### src/rtl/async_fifo_rd_stream_pkg.sv
// Shared types for the asynchronous FIFO read-side output stage.
package async_fifo_pkg;

  typedef enum logic [1:0] {
    BUF_EMPTY = 2'd0,
    BUF_ONE   = 2'd1,
    BUF_FULL  = 2'd2
  } rd_buf_state_e;

  localparam int RD_BUF_DEPTH = 2;

endpackage

### src/rtl/async_fifo_rd_stream_if.sv
// FIFO read channel plus outgoing valid/ready stream of the read-side stage.
interface async_fifo_rd_stream_if #(
  parameter int DATA_WIDTH = 32
);

  logic                  fifo_empty;
  logic [DATA_WIDTH-1:0] fifo_data;
  logic                  fifo_pop;
  logic                  flush;
  logic                  out_valid;
  logic                  out_ready;
  logic [DATA_WIDTH-1:0] out_data;
  logic [1:0]            out_level;

  // Stage side: consumes the FIFO head, produces the stream.
  modport master (
    input  fifo_empty, fifo_data, flush, out_ready,
    output fifo_pop, out_valid, out_data, out_level
  );

  // Environment side: FIFO plus stream consumer.
  modport slave (
    output fifo_empty, fifo_data, flush, out_ready,
    input  fifo_pop, out_valid, out_data, out_level
  );

endinterface

### src/rtl/async_fifo_rd_stream.sv
// Pops a show-ahead FIFO into a 2-entry skid buffer and presents the words
// on a flop-driven valid/ready stream; out_ready never reaches fifo_pop.
module async_fifo_rd_stream
  import async_fifo_pkg::*;
#(
  parameter int DATA_WIDTH = 32
) (
  input  logic               clk,
  input  logic               reset_n,
  async_fifo_rd_stream_if.master bus
);

  rd_buf_state_e         state_r;
  rd_buf_state_e         next_state_s;
  logic [DATA_WIDTH-1:0] ent0_r;
  logic [DATA_WIDTH-1:0] ent1_r;
  logic [DATA_WIDTH-1:0] ent0_d_s;
  logic                  ent0_we_s;
  logic                  ent1_we_s;
  logic                  pop_s;
  logic                  take_s;
  logic                  valid_s;

  // Pop depends only on local state and the FIFO flag, never on out_ready.
  assign pop_s   = reset_n && !bus.fifo_empty && !bus.flush && (state_r != BUF_FULL);
  assign valid_s = (state_r != BUF_EMPTY);
  assign take_s  = valid_s && bus.out_ready;

  assign bus.fifo_pop  = pop_s;
  assign bus.out_valid = valid_s;
  assign bus.out_data  = ent0_r;
  assign bus.out_level = 2'(state_r);

  // Next-state and entry write-enable decode.
  always_comb begin
    next_state_s = state_r;
    ent0_we_s    = 1'b0;
    ent1_we_s    = 1'b0;
    ent0_d_s     = bus.fifo_data;
    if (bus.flush) begin
      next_state_s = BUF_EMPTY;
    end else begin
      case (state_r)
        BUF_EMPTY: begin
          if (pop_s) begin
            next_state_s = BUF_ONE;
            ent0_we_s    = 1'b1;
          end else begin
            next_state_s = BUF_EMPTY;
          end
        end
        BUF_ONE: begin
          if (pop_s && take_s) begin
            next_state_s = BUF_ONE;
            ent0_we_s    = 1'b1;
          end else if (pop_s) begin
            next_state_s = BUF_FULL;
            ent1_we_s    = 1'b1;
          end else if (take_s) begin
            next_state_s = BUF_EMPTY;
          end else begin
            next_state_s = BUF_ONE;
          end
        end
        BUF_FULL: begin
          if (take_s) begin
            next_state_s = BUF_ONE;
            ent0_we_s    = 1'b1;
            ent0_d_s     = ent1_r;
          end else begin
            next_state_s = BUF_FULL;
          end
        end
        default: begin
          next_state_s = BUF_EMPTY;
        end
      endcase
    end
  end

  // State and entry registers; entries change only on capture or shift.
  always_ff @(posedge clk or negedge reset_n) begin
    if (!reset_n) begin
      state_r <= BUF_EMPTY;
      ent0_r  <= {DATA_WIDTH{1'b0}};
      ent1_r  <= {DATA_WIDTH{1'b0}};
    end else begin
      state_r <= next_state_s;
      if (ent0_we_s) begin
        ent0_r <= ent0_d_s;
      end
      if (ent1_we_s) begin
        ent1_r <= bus.fifo_data;
      end
    end
  end

endmodule

### src/flat_wrapper.sv
// flat-port wrapper written by rule: the top's interface ports become plain ports
module async_fifo_rd_stream_flat import async_fifo_pkg::*;
#(
  parameter int DATA_WIDTH = 32
)
  (clk, reset_n, bus_fifo_empty, bus_fifo_data, bus_flush, bus_out_ready, bus_fifo_pop, bus_out_valid, bus_out_data, bus_out_level);
  async_fifo_rd_stream_if #(.DATA_WIDTH(DATA_WIDTH)) bus_i ();
  input  logic clk;
  input  logic reset_n;
  input wire logic [$bits(bus_i.fifo_empty)-1:0] bus_fifo_empty;
  input wire logic [$bits(bus_i.fifo_data)-1:0] bus_fifo_data;
  input wire logic [$bits(bus_i.flush)-1:0] bus_flush;
  input wire logic [$bits(bus_i.out_ready)-1:0] bus_out_ready;
  output wire logic [$bits(bus_i.fifo_pop)-1:0] bus_fifo_pop;
  output wire logic [$bits(bus_i.out_valid)-1:0] bus_out_valid;
  output wire logic [$bits(bus_i.out_data)-1:0] bus_out_data;
  output wire logic [$bits(bus_i.out_level)-1:0] bus_out_level;
  assign bus_i.fifo_empty = bus_fifo_empty;
  assign bus_i.fifo_data = bus_fifo_data;
  assign bus_i.flush = bus_flush;
  assign bus_i.out_ready = bus_out_ready;
  assign bus_fifo_pop = bus_i.fifo_pop;
  assign bus_out_valid = bus_i.out_valid;
  assign bus_out_data = bus_i.out_data;
  assign bus_out_level = bus_i.out_level;
  async_fifo_rd_stream #(.DATA_WIDTH(DATA_WIDTH)) u_core (.clk(clk), .reset_n(reset_n), .bus(bus_i));
endmodule
### config.mk
export PLATFORM = sky130hd
export DESIGN_NAME = async_fifo_rd_stream_flat
export DESIGN_NICKNAME = d
export VERILOG_FILES = /design/src/rtl/async_fifo_rd_stream_pkg.sv /design/src/rtl/async_fifo_rd_stream_if.sv /design/src/rtl/async_fifo_rd_stream.sv /design/src/flat_wrapper.sv
export SDC_FILE = /design/constraint.sdc
export NUM_CORES = 1
export LEC_CHECK = 0
export CAP_MARGIN = 10
export CORE_ASPECT_RATIO = 1.25
export CORE_MARGIN = 2
export CORE_UTILIZATION = 40
export CTS_CLUSTER_SIZE = 24
export DETAILED_ROUTE_END_ITERATION = 10
export PLACE_DENSITY = 0.73
export SLEW_MARGIN = 20
export SYNTH_ARGS = -nofsm -noshare
export SYNTH_HDL_FRONTEND = slang
export SYNTH_SLANG_ARGS = --single-unit
export TNS_END_PERCENT = 30
### constraint.sdc
create_clock -name clk -period 6 [get_ports clk]
set_input_delay 0.6 -clock clk [delete_from_list [all_inputs] [get_ports clk]]
set_output_delay 0.6 -clock clk [all_outputs]
set_load 0.01 [all_outputs]
Word-level counts from Yosys, hierarchy flattened:

Cells that the tools add are included.

* register bits after elaboration: 66
* bits of input ports: 37
* output and inout port bits: 36
* logic and storage cells: 33

* equal/unequal tests: 3
* multiplexer cells: 18
* reduce and logical (&&, ||, !) cells: 9

Operator list (count)
* 32-bit 2-to-1 mux: 3
* 1-bit 2-to-1 mux: 9
* 2-bit 2-to-1 mux: 4
* 2-bit case mux with 3 select lines: 1
* 1-bit logical AND: 5
* 1-bit case mux with 3 select lines: 1
* 2-bit by 1-bit == test with 1-bit output (second input constant): 1
* 2-bit == test (second input constant): 1
* 1-bit zero test: 2
* 2-bit zero test: 1
* 2-bit inequality test (second input constant): 1
* 2-bit nonzero test: 1

Logic depth before layout (Yosys ltp):

Gate-level depths: netlist of run 1.

* depth after elaboration: 8
* depth in mapped cells: 9
* depth with buffers taken out: 7

Worst setup path before layout of run 1:

No wires, ideal clock.

* path type: input port to flip-flop
* from: in bus_flush
* to: reg u_core.ent1_r[10]
* library setup time: 125 ps
* data arrival time: 2407 ps
* data required time: 5875 ps
* path slack: 3468 ps
* stages on the path: 7
* path buffers: 2
* cells stage by stage: nor3b_1 -> nor2b_1 -> ha_1 -> nor4bb_1 -> clkbuf_1 -> buf_2 -> mux2_2

* longest elaborated chain between the ends: 7
* elaborated cells on any way between the ends: 8
* those cells by class: mux: 4; reduce/logical: 4

RTL lines
* start, declared: RTL line flat_wrapper.sv:12 `input wire logic [$bits(bus_i.flush)-1:0] bus_flush;`
* 1-bit zero test (*): RTL line async_fifo_rd_stream.sv:25 `assign pop_s = reset_n && !bus.fifo_empty && !bus.flush && (state_r != BUF_FULL);`
* 1-bit logical AND (*) (2 in a row): RTL line async_fifo_rd_stream.sv:25
* via bus_fifo_pop: RTL line flat_wrapper.sv:14 `output wire logic [$bits(bus_i.fifo_pop)-1:0] bus_fifo_pop;`
* 1-bit 2-to-1 mux or 1-bit logical AND (tied branches): RTL line async_fifo_rd_stream.sv:56, async_fifo_rd_stream.sv:53
* 1-bit 2-to-1 mux (*): RTL line async_fifo_rd_stream.sv:53 `if (pop_s && take_s) begin`
* 1-bit 2-to-1 mux (*): RTL line async_fifo_rd_stream.sv:43 `case (state_r)`
* 1-bit 2-to-1 mux (*): RTL line async_fifo_rd_stream.sv:40 `if (bus.flush) begin`
* end signal, assigned: RTL line async_fifo_rd_stream.sv:86 `ent1_r <= {DATA_WIDTH{1'b0}};`
* end signal, assigned: RTL line async_fifo_rd_stream.sv:93 `ent1_r <= bus.fifo_data;`
* end, declared: RTL line async_fifo_rd_stream.sv:16 `logic [DATA_WIDTH-1:0] ent1_r;`

The timed path passes the listed nets; every way through them passes the cells marked *.
A chain may end at the register's enable or synchronous reset.

Worst setup path after layout of run 1:

* from: in bus_flush
* to: out bus_fifo_pop

* longest elaborated chain between the ends: 3

RTL lines (RTL line)
* 1-bit zero test: async_fifo_rd_stream.sv:25
* 1-bit logical AND (2 in a row): async_fifo_rd_stream.sv:25
* end, declared: flat_wrapper.sv:14

Every way passes these cells.

==> results of run 1 <==
## layer usage
layer / wire [um] / vias up / share of wire [%] / GRT usage [%]
li1: - / 843 / - / -
met1: 2630 / 904 / 46 / 19.7
met2: 2700 / 46 / 47 / 23.6
met3: 284 / 9 / 5.0 / 3.71
met4: 115 / 0 / 2.0 / 6.81
met5: 0 / - / 0 / 0
## logic make-up after synthesis
group	Yosys count	share of synthesized area, %
AO/OA/AOI/OAI	4	1.13
adder cells (fa/ha/maj)	2	0.809
buffers and inverters	13	2.79
flip-flops	66	53.4
multiplexers	96	38.6
AND/OR/NAND/NOR	14	3.24
## state kept, by name, indices dropped and copies added (netlist names)
register              cells
u_core.bus.out_data      32
u_core.ent1_r            32
u_core.bus.out_level      2
## layout by cell type (no fill, tap or decap), types with 2 or more instances in the layout
master / netlist / routed
clkdlybuf4s50_1: 0 / 71
dfrtp_1: 66 / 66
mux2_2: 64 / 64
mux2_4: 30 / 30
clkbuf_8: 0 / 10
nor2_1: 2 / 2
inv_1: 2 / 2
nand2_1: 2 / 2
a21oi_1: 2 / 2
and4bb_2: 1 / 2
mux2_1: 2 / 2
ha_1: 2 / 2
clkinv_2: 0 / 2
clkbuf_1: 1 / 2
buf_4: 0 / 2
## layout make-up
class                      count  area [sq um]
inverter                       2          7.51
multi-input combinational    116          1370
tap                           92           115
fill                         626          3390
clock inverter                 3          40.0
timing repair buffer          74           731
clock buffer                  12           145
sequential                    66          1650
## per-stage QoR
stage	hold WS [ns]	setup WS [ns]	instance area, sq um
2_1_floorplan	0.304	3.47	3090
3_3_place_gp	0.463	2.76	3870
3_5_place_dp	0.476	2.71	3870
4_1_cts	0.493	3.00	4060
5_1_grt	0.511	2.89	4060
6_report	0.472	3.03	4060
## report_power, final
part	internal [uW]	switching [uW]	leakage, uW
combinational	217	95.0	0.000850
clock	200	156	0.0000962
sequential	537	51.0	0.000831
total	953	302	0.00178
## worst paths after layout
path / startpoint / endpoint / slack [ns] / cells past startpoint
min in group clk: u_core.ent1_r[12] / u_core.ent1_r[12] / 0.49 / 1
worst max-delay path: bus_flush / bus_fifo_pop / 3.03 / 4
worst min-delay path: reset_n / u_core.ent1_r[12] / 0.47 / 2
max in group asynchronous: reset_n / u_core.bus.out_data[24] / 4.94 / 2
worst min register to register: u_core.ent1_r[12] / u_core.ent1_r[12] / 0.49 / 1
worst max register to register: u_core.bus.out_level[1] / u_core.bus.out_data[0] / 3.47 / 3
==> impl_metrics.tcl, run 1 <==
set metrics [dict create \
    fmax_ghz 0.337 \
    die_w_um 82.6 \
    cts_hold_buf 0 \
    grt_pass1_wl_um 9530 \
    syn_nets 234 \
    wl_per_cell_um 15.7 \
    clk_pin_slew_ns 0.07 \
    synth.avg_cell_area_sq_um 15.9 \
    place_congestion 0.746 \
    critPathRequiredTime_ns 5.40 \
    cts_made_buffers 9 \
    max_stage_delay_ns 0.59 \
    path_buf_inv 2 \
    start_util_pct 41.5 \
    clockBufferDepth 2 \
    hold_viol 0 \
    coreArea_sq_um 7440 \
    io_pins 73 \
    crit_chain "clkdlybuf4s50_1, nor3b_1, nor2b_1, clkdlybuf4s50_1" \
    ir_worst_vdd_mv 0.156 \
    nNetsFinal 308 \
    yosysUniqueCellTypes 24 \
    ant_nets 0 \
    clockRootBuffer "clkbuf_8" \
    areaGrowthSynthToFinish_pct 31.3 \
    grt_overflow_total 0 \
    cts_tree "built" \
    critPathTopFamily "buffers and inverters" \
    h-tree-depth 3 \
    routed_wl_um 5730 \
    drc 0 \
    async_flop_share_pct 100 \
    maxCapViolations 0 \
    maxSlewHeadroom_pct 38.9 \
    grt_start_max_net_pins 68 \
    ys_ff_latch 66 \
    numClockSinks 66 \
    synth_edf_count 0 \
    cp.arrival_ns 2.37 \
    antenna_cells 0 \
    fin_crit_sh_pct 49.5 \
    power_density_nw_per_um2 309 \
    fin_crit_ns 2.97 \
    syn_area_sq_um 3090 \
    hp-class "input pin to async pin" \
    antenna_found_initial 0 \
    final_max_slew_viol_count 0 \
    die_y_um 102 \
    fp.dieArea_sq_um 8450 \
    post-synth-top-area-cell "dfrtp_1" \
    placedCellCount 350 \
    cts_setup_buffers 0 \
    layoutNonFillerInstCount 365 \
    cp_common_cell "clkdlybuf4s50_1" \
    p_leak_uw 0.00178 \
    ys_seq_area_share_pct 53.4 \
    crit_path_start_kind "input pin" \
    finClkSkew_ns 0.00688 \
    crit_path_end_kind "primary output" \
    vias 1802 \
    ys_top_cells_by_count "dfrtp_1 (66), mux2_2 (64), mux2_4 (30)" \
    total_power_uw 1260 \
    worst_pin_slew_ns 0.916 \
    yosysWarnings 0 \
    synth.most_common_cell "dfrtp_1" \
    syn_inst 195 \
    synth_ff_type "dfrtp_1" \
    num_rows 35 \
    dp_hpwl_um 3710 \
    cpMaxStageDelayCell "clkdlybuf4s50_1" \
    drt_iter0_markers 38 \
    outcome "finished clean" \
    setup_viol 0 \
    drtPass1Iterations 4 \
    rsz0062_at_grt "no" \
    grt_pass1_vias 2006 \
    clock_latency_ns 0.33 \
    criticalPathCategory "input pin to primary output" \
    setup_tns_ns 0 \
    critPathMaxFanout 6 \
    numPortBuffers 72 \
    drive_gt1_share_pct 42.1 \
    grt_usage_pct 15.1 \
    cts.repair.resized 0 \
    synth.area.top_cells "dfrtp_1 (53%), mux2_2 (23%), mux2_4 (15%), buf_6 (1.5%), buf_2 (0.97%)" \
    netlist.area_leader.share_pct 53.4 \
    vias_per_cell 4.94 \
    final_util_pct 54.5 \
]
No activity file was read; power rests on OpenSTA's default activity.
==> run 2, diff against run 1 <==
- clock period: 6 -> 2.8 ns (I/O delays scaled with it)
==> run 2 against run 1 <==
  * Critical path depth grew 4
  * Sequential power grew 110%
  * Power grew 110%
  * Critical endpoint is now u_core.bus.out_data[7]
  * Largest power group unchanged
==> impl_metrics.tcl, run 2 (synthesis gave the netlist of run 1 again) <==
set metrics [dict create \
    p_leak_uw 0.00180 \
    grt_start_max_net_pins 68 \
    rsz0062_at_grt "no" \
    crit_path_start_kind "register" \
    ir_worst_vdd_mv 0.311 \
    vias 1822 \
    r2r_start "u_core.bus.out_level[1]" \
    start_util_pct 41.5 \
    fmax_ghz 0.433 \
    wl_per_cell_um 15.4 \
    setup_tns_ns 0 \
    clk_pin_slew_ns 0.08 \
    critPathRequiredTime_ns 3.01 \
    areaGrowthSynthToFinish_pct 33.0 \
    drt_iter0_markers 36 \
    numPortBuffers 72 \
    critPathMaxFanout 17 \
    io_pins 73 \
    maxCapViolations 0 \
    grt_pass1_wl_um 9350 \
    final_max_slew_viol_count 0 \
    cts_tree "built" \
    cts.repair.resized 0 \
    dp_hpwl_um 3870 \
    antenna_found_initial 0 \
    ant_nets 0 \
    grt_usage_pct 14.9 \
    cp.arrival_ns 2.52 \
    outcome "finished clean" \
    coreArea_sq_um 7440 \
    fin_crit_sh_pct 82.5 \
    grt_overflow_total 0 \
    cts_made_buffers 9 \
    finClkSkew_ns 0.0143 \
    cts_hold_buf 0 \
    final_util_pct 55.2 \
    vias_per_cell 4.91 \
    nNetsFinal 313 \
    layout_common_cells "clkdlybuf4s50_1 (71), dfrtp_1 (66), mux2_2 (64), mux2_4 (30), clkbuf_8 (9)" \
    reg2reg_slack_ns 0.49 \
    clockBufferDepth 2 \
    routed_wl_um 5720 \
    final_common_cell "clkdlybuf4s50_1" \
    h-tree-depth 3 \
    drtPass1Iterations 4 \
    worst_pin_slew_ns 0.845 \
    antenna_cells 0 \
    place_congestion 0.749 \
    clock_latency_ns 0.34 \
    num_rows 35 \
    maxSlewHeadroom_pct 43.7 \
    clockRootBuffer "clkbuf_8" \
    drc 0 \
    fin_crit_ns 2.31 \
    criticalPathCategory "register to register" \
    hp-class "input pin to async pin" \
    die_w_um 82.6 \
    numClockSinks 66 \
    fp.dieArea_sq_um 8450 \
    cp-startpoint "u_core.bus.out_level[1]" \
    grt_pass1_vias 1931 \
    cts_setup_buffers 0 \
    setup_viol 0 \
    hold_viol 0 \
    crit_path_end_kind "register" \
    drive_gt1_share_pct 43.4 \
    die_y_um 102 \
    power_density_nw_per_um2 634 \
]
[run 2: routing by layer]
layer	GRT usage [%]	routed length (um)	share of wire, %
met1	20.1	2580	45
met2	22.3	2780	49
met3	3.09	246	4.3
met4	7.94	113	2.0
met5	0	0	0
[run 2: where the power goes]
group          switching (uW)  internal [uW]
sequential                102           1150
combinational             207            470
clock                     359            319
total                     669           1940
[run 2: critical path, cell delays in order, from the launching register on]
cell and delay [ns]:
dfrtp_1 0.49, nor2_1 0.20, inv_1 0.08, and2_1 0.18, ha_1 0.19, and4bb_2 0.22
a211o_4 0.34, buf_12 0.18, mux2_4 0.30
[run 2: final timing paths]
path / endpoint / cells past startpoint
hold / removal: u_core.bus.out_data[16] / 2
setup reg to reg: u_core.bus.out_data[7] / 8
setup / recovery: u_core.bus.out_data[7] / 8
max in group asynchronous: u_core.ent1_r[1] / 2
min in group clk: u_core.ent1_r[31] / 1
hold reg to reg: u_core.ent1_r[31] / 1
[run 2: cell type report]
| class | count | area, sq um |
|---|---|---|
| fill | 647 | 3330 |
| timing repair buffer | 79 | 806 |
| clock inverter | 5 | 31.3 |
| clock buffer | 11 | 131 |
| tap | 92 | 115 |
| sequential | 66 | 1650 |
| multi-input combinational | 116 | 1370 |
| inverter | 2 | 7.51 |
[run 2: metrics by stage]
| step | hold slack, ns | area [sq um] | total power, uW | instances | setup slack [ns] |
|---|---|---|---|---|---|
| 5_1_grt | 0.250 | 4110 | 2750 | 371 | 0.335 |
| 4_1_cts | 0.203 | 4110 | 2650 | 371 | 0.487 |
| 3_3_place_gp | 0.463 | 3950 | 1940 | 355 | 0.275 |
| 2_1_floorplan | -0.0156 | 3090 | 1590 | 195 | 0.519 |
| 3_5_place_dp | 0.473 | 3950 | 1960 | 355 | 0.166 |
| 6_report | 0.182 | 4110 | 2610 | 371 | 0.491 |
==> run 3, diff against run 2 <==
- PLACE_DENSITY: 0.73 -> 0.76
- clock period: 2.8 -> 1.9 ns (I/O delays scaled with it)
==> run 3 against run 2 <==
  * The run now ends with negative setup slack left
  * Highest routed layer unchanged
  * Register-to-register slack worse by 0.62 ns
  * Count of clock-buffer cells in the layout down 1
  * Power up 65%
  * First-iteration DRC count up 86%
  * Sequential share of layout area down 3.7 points
  * Combinational power up 64%
  * Routed wire length up 13%
  * Utilization up 5.7 points
  * Via count up 4.8%
  * Critical path depth down 1
==> impl_metrics.tcl, run 3 (synthesis gave the netlist of run 1 again) <==
set metrics [dict create \
    outcome "complete, but fails checks" \
    violations "negative setup slack" \
    setup_viol 64 \
    p_leak_uw 0.00198 \
    hold_viol 0 \
    vias_per_cell 4.95 \
    r2r_start "u_core.bus.out_level[0]" \
    areaGrowthSynthToFinish_pct 46.7 \
    clock_latency_ns 0.34 \
    rsz0062_at_grt "yes" \
    dp_hpwl_um 3880 \
    cts_made_buffers 9 \
    vias 1910 \
    drc 0 \
    crit_chain "and2b_2, nor2b_4, ha_4, and4bb_2, a211o_4, buf_12, mux2_4" \
    final_max_slew_viol_count 0 \
    drtPass1Iterations 4 \
    placedCellCount 363 \
    grt_pass1_vias 1990 \
    hp-class "input pin to async pin" \
    crit_path_start_kind "register" \
    reg2reg_slack_ns -0.13 \
    numPortBuffers 72 \
    fin_area_sq_um 4540 \
    antenna_cells 0 \
    criticalPathCategory "register to register" \
    fin_crit_ns 2.03 \
    cts_tree "built" \
    maxSlewHeadroom_pct 44.6 \
    critPathRequiredTime_ns 2.12 \
    fp.dieArea_sq_um 8450 \
    finClkSkew_ns 0.00973 \
    nNetsFinal 328 \
    clockBufferDepth 2 \
    io_pins 73 \
    grt_overflow_total 0 \
    cp.arrival_ns 2.25 \
    rr_endpoint "u_core.bus.out_data[20]" \
    antenna_found_initial 0 \
    use_met3_pct 2.83 \
    cts_hold_buf 0 \
    ant_nets 0 \
    ir_worst_vdd_mv 0.498 \
    fmax_ghz 0.493 \
    cpMaxStageDelayCell "dfrtp_2" \
    place_congestion 0.691 \
    ff2ff_path_depth 7 \
    grt_pass1_wl_um 10200 \
    worst_pin_slew_ns 0.831 \
    drive_gt1_share_pct 50.7 \
    fin_crit_sh_pct 107 \
    critPathMaxFanout 16 \
    coreArea_sq_um 7440 \
    grt_start_max_net_pins 67 \
    max_stage_delay_ns 0.45 \
    routed_wl_um 6470 \
    h-tree-depth 3 \
    power_density_nw_per_um2 950 \
    start_util_pct 41.5 \
    wl_per_cell_um 16.8 \
    use_met2_pct 24.6 \
    grt_usage_pct 16.1 \
    clk_pin_slew_ns 0.08 \
    layout_common_cells "clkdlybuf4s50_1 (70), dfrtp_1 (64), mux2_4 (62), mux2_2 (34), buf_4 (13)" \
    grt.busiest_layer "met2" \
    drt_iter0_markers 67 \
    clockRootBuffer "clkbuf_8" \
    post_dp_cell_area_sq_um 4090 \
    final_common_cell "clkdlybuf4s50_1" \
    maxCapViolations 0 \
    crit_path_end_kind "register" \
    die_w_um 82.6 \
    grtUsageMet1_pct 22.2 \
    fin_ws_ns -0.130 \
    die_y_um 102 \
    num_rows 35 \
    numClockSinks 66 \
    layoutNonFillerInstCount 386 \
]
==> run 3: changes by cell type in the layout (fill, tap and decap cells not counted), sizes merged <==
cell,previous run,this run
clkinv,4,1
buf,8,22
dlygate4sd2,0,1
clkdlybuf4s50,71,70
bufinv,0,2
inv,2,3
clkinvlp,1,2
==> run 3: final cells by class <==
| class | count | area, sq um |
|---|---|---|
| Clock inverter | 6 | 88.8 |
| Tap cell | 92 | 115 |
| Clock buffer | 10 | 138 |
| Sequential cell | 66 | 1650 |
| Timing Repair Buffer | 94 | 996 |
| Fill cell | 589 | 2910 |
| Multi-Input combinational cell | 116 | 1540 |
| Inverter | 2 | 7.51 |
==> run 3: how the worst max path moves through the flow <==
stage | from | to | slack (ns) | cells after the start
floorplan | u_core.bus.out_level[1] | u_core.bus.out_data[10] | -0.12 | 8
global placement | bus_flush | u_core.ent1_r[22] | -0.37 | 7
detailed placement | bus_flush | u_core.ent1_r[25] | -0.46 | 7
CTS | u_core.bus.out_level[0] | u_core.bus.out_data[20] | -0.13 | 7
global route | u_core.bus.out_level[0] | u_core.ent1_r[6] | -0.20 | 9
finish | u_core.bus.out_level[0] | u_core.bus.out_data[20] | -0.13 | 7
==> run 3: metrics by stage <==
| stage | hold slack [ns] | total power [uW] | utilization [%] | setup TNS [ns] | setup slack [ns] |
|---|---|---|---|---|---|
| after floorplan | -0.106 | 2360 | - | -6.88 | -0.119 |
| after global placement | 0.465 | 2890 | 55.0 | -21.39 | -0.374 |
| after detailed placement | 0.477 | 2910 | 55.0 | -25.73 | -0.456 |
| after CTS | 0.201 | 4320 | 60.0 | -5.78 | -0.133 |
| after global routing | 0.245 | 4500 | 60.9 | -10.06 | -0.199 |
| final | 0.164 | 4310 | 60.9 | -6.27 | -0.130 |
==> run 3: power by group <==
group / internal (uW) / switching, uW / total [uW]
clock: 777 / 568 / 1340
sequential: 1690 / 163 / 1860
combinational: 784 / 322 / 1110
total: 3260 / 1050 / 4310
==> run 3: repair_timing <==
action / 4_1_cts / 5_1_grt
gates cloned: 2 / 1
gates resized for setup: 27 / 7
setup buffers: 2 / 2
endpoints found under the setup margin: 65 / 64
pin swaps: 1 / 0
==> run 3: metal layers <==
| metal | part of all wire, % | vias up |
|---|---|---|
| li1 | - | 887 |
| met1 | 47 | 963 |
| met2 | 47 | 50 |
| met3 | 3.9 | 10 |
| met4 | 1.8 | 0 |
| met5 | 0 | - |
==> run 3: worst max-delay path, delay by kind of cell (launching register included) <==
kind	cells	cell delay, ns
AND/OR/NAND/NOR	3	0.54
buffers and inverters	1	0.17
flip-flops	1	0.45
multiplexers	1	0.30
adder cells (fa/ha/maj)	1	0.15
AO/OA/AOI/OAI	1	0.29
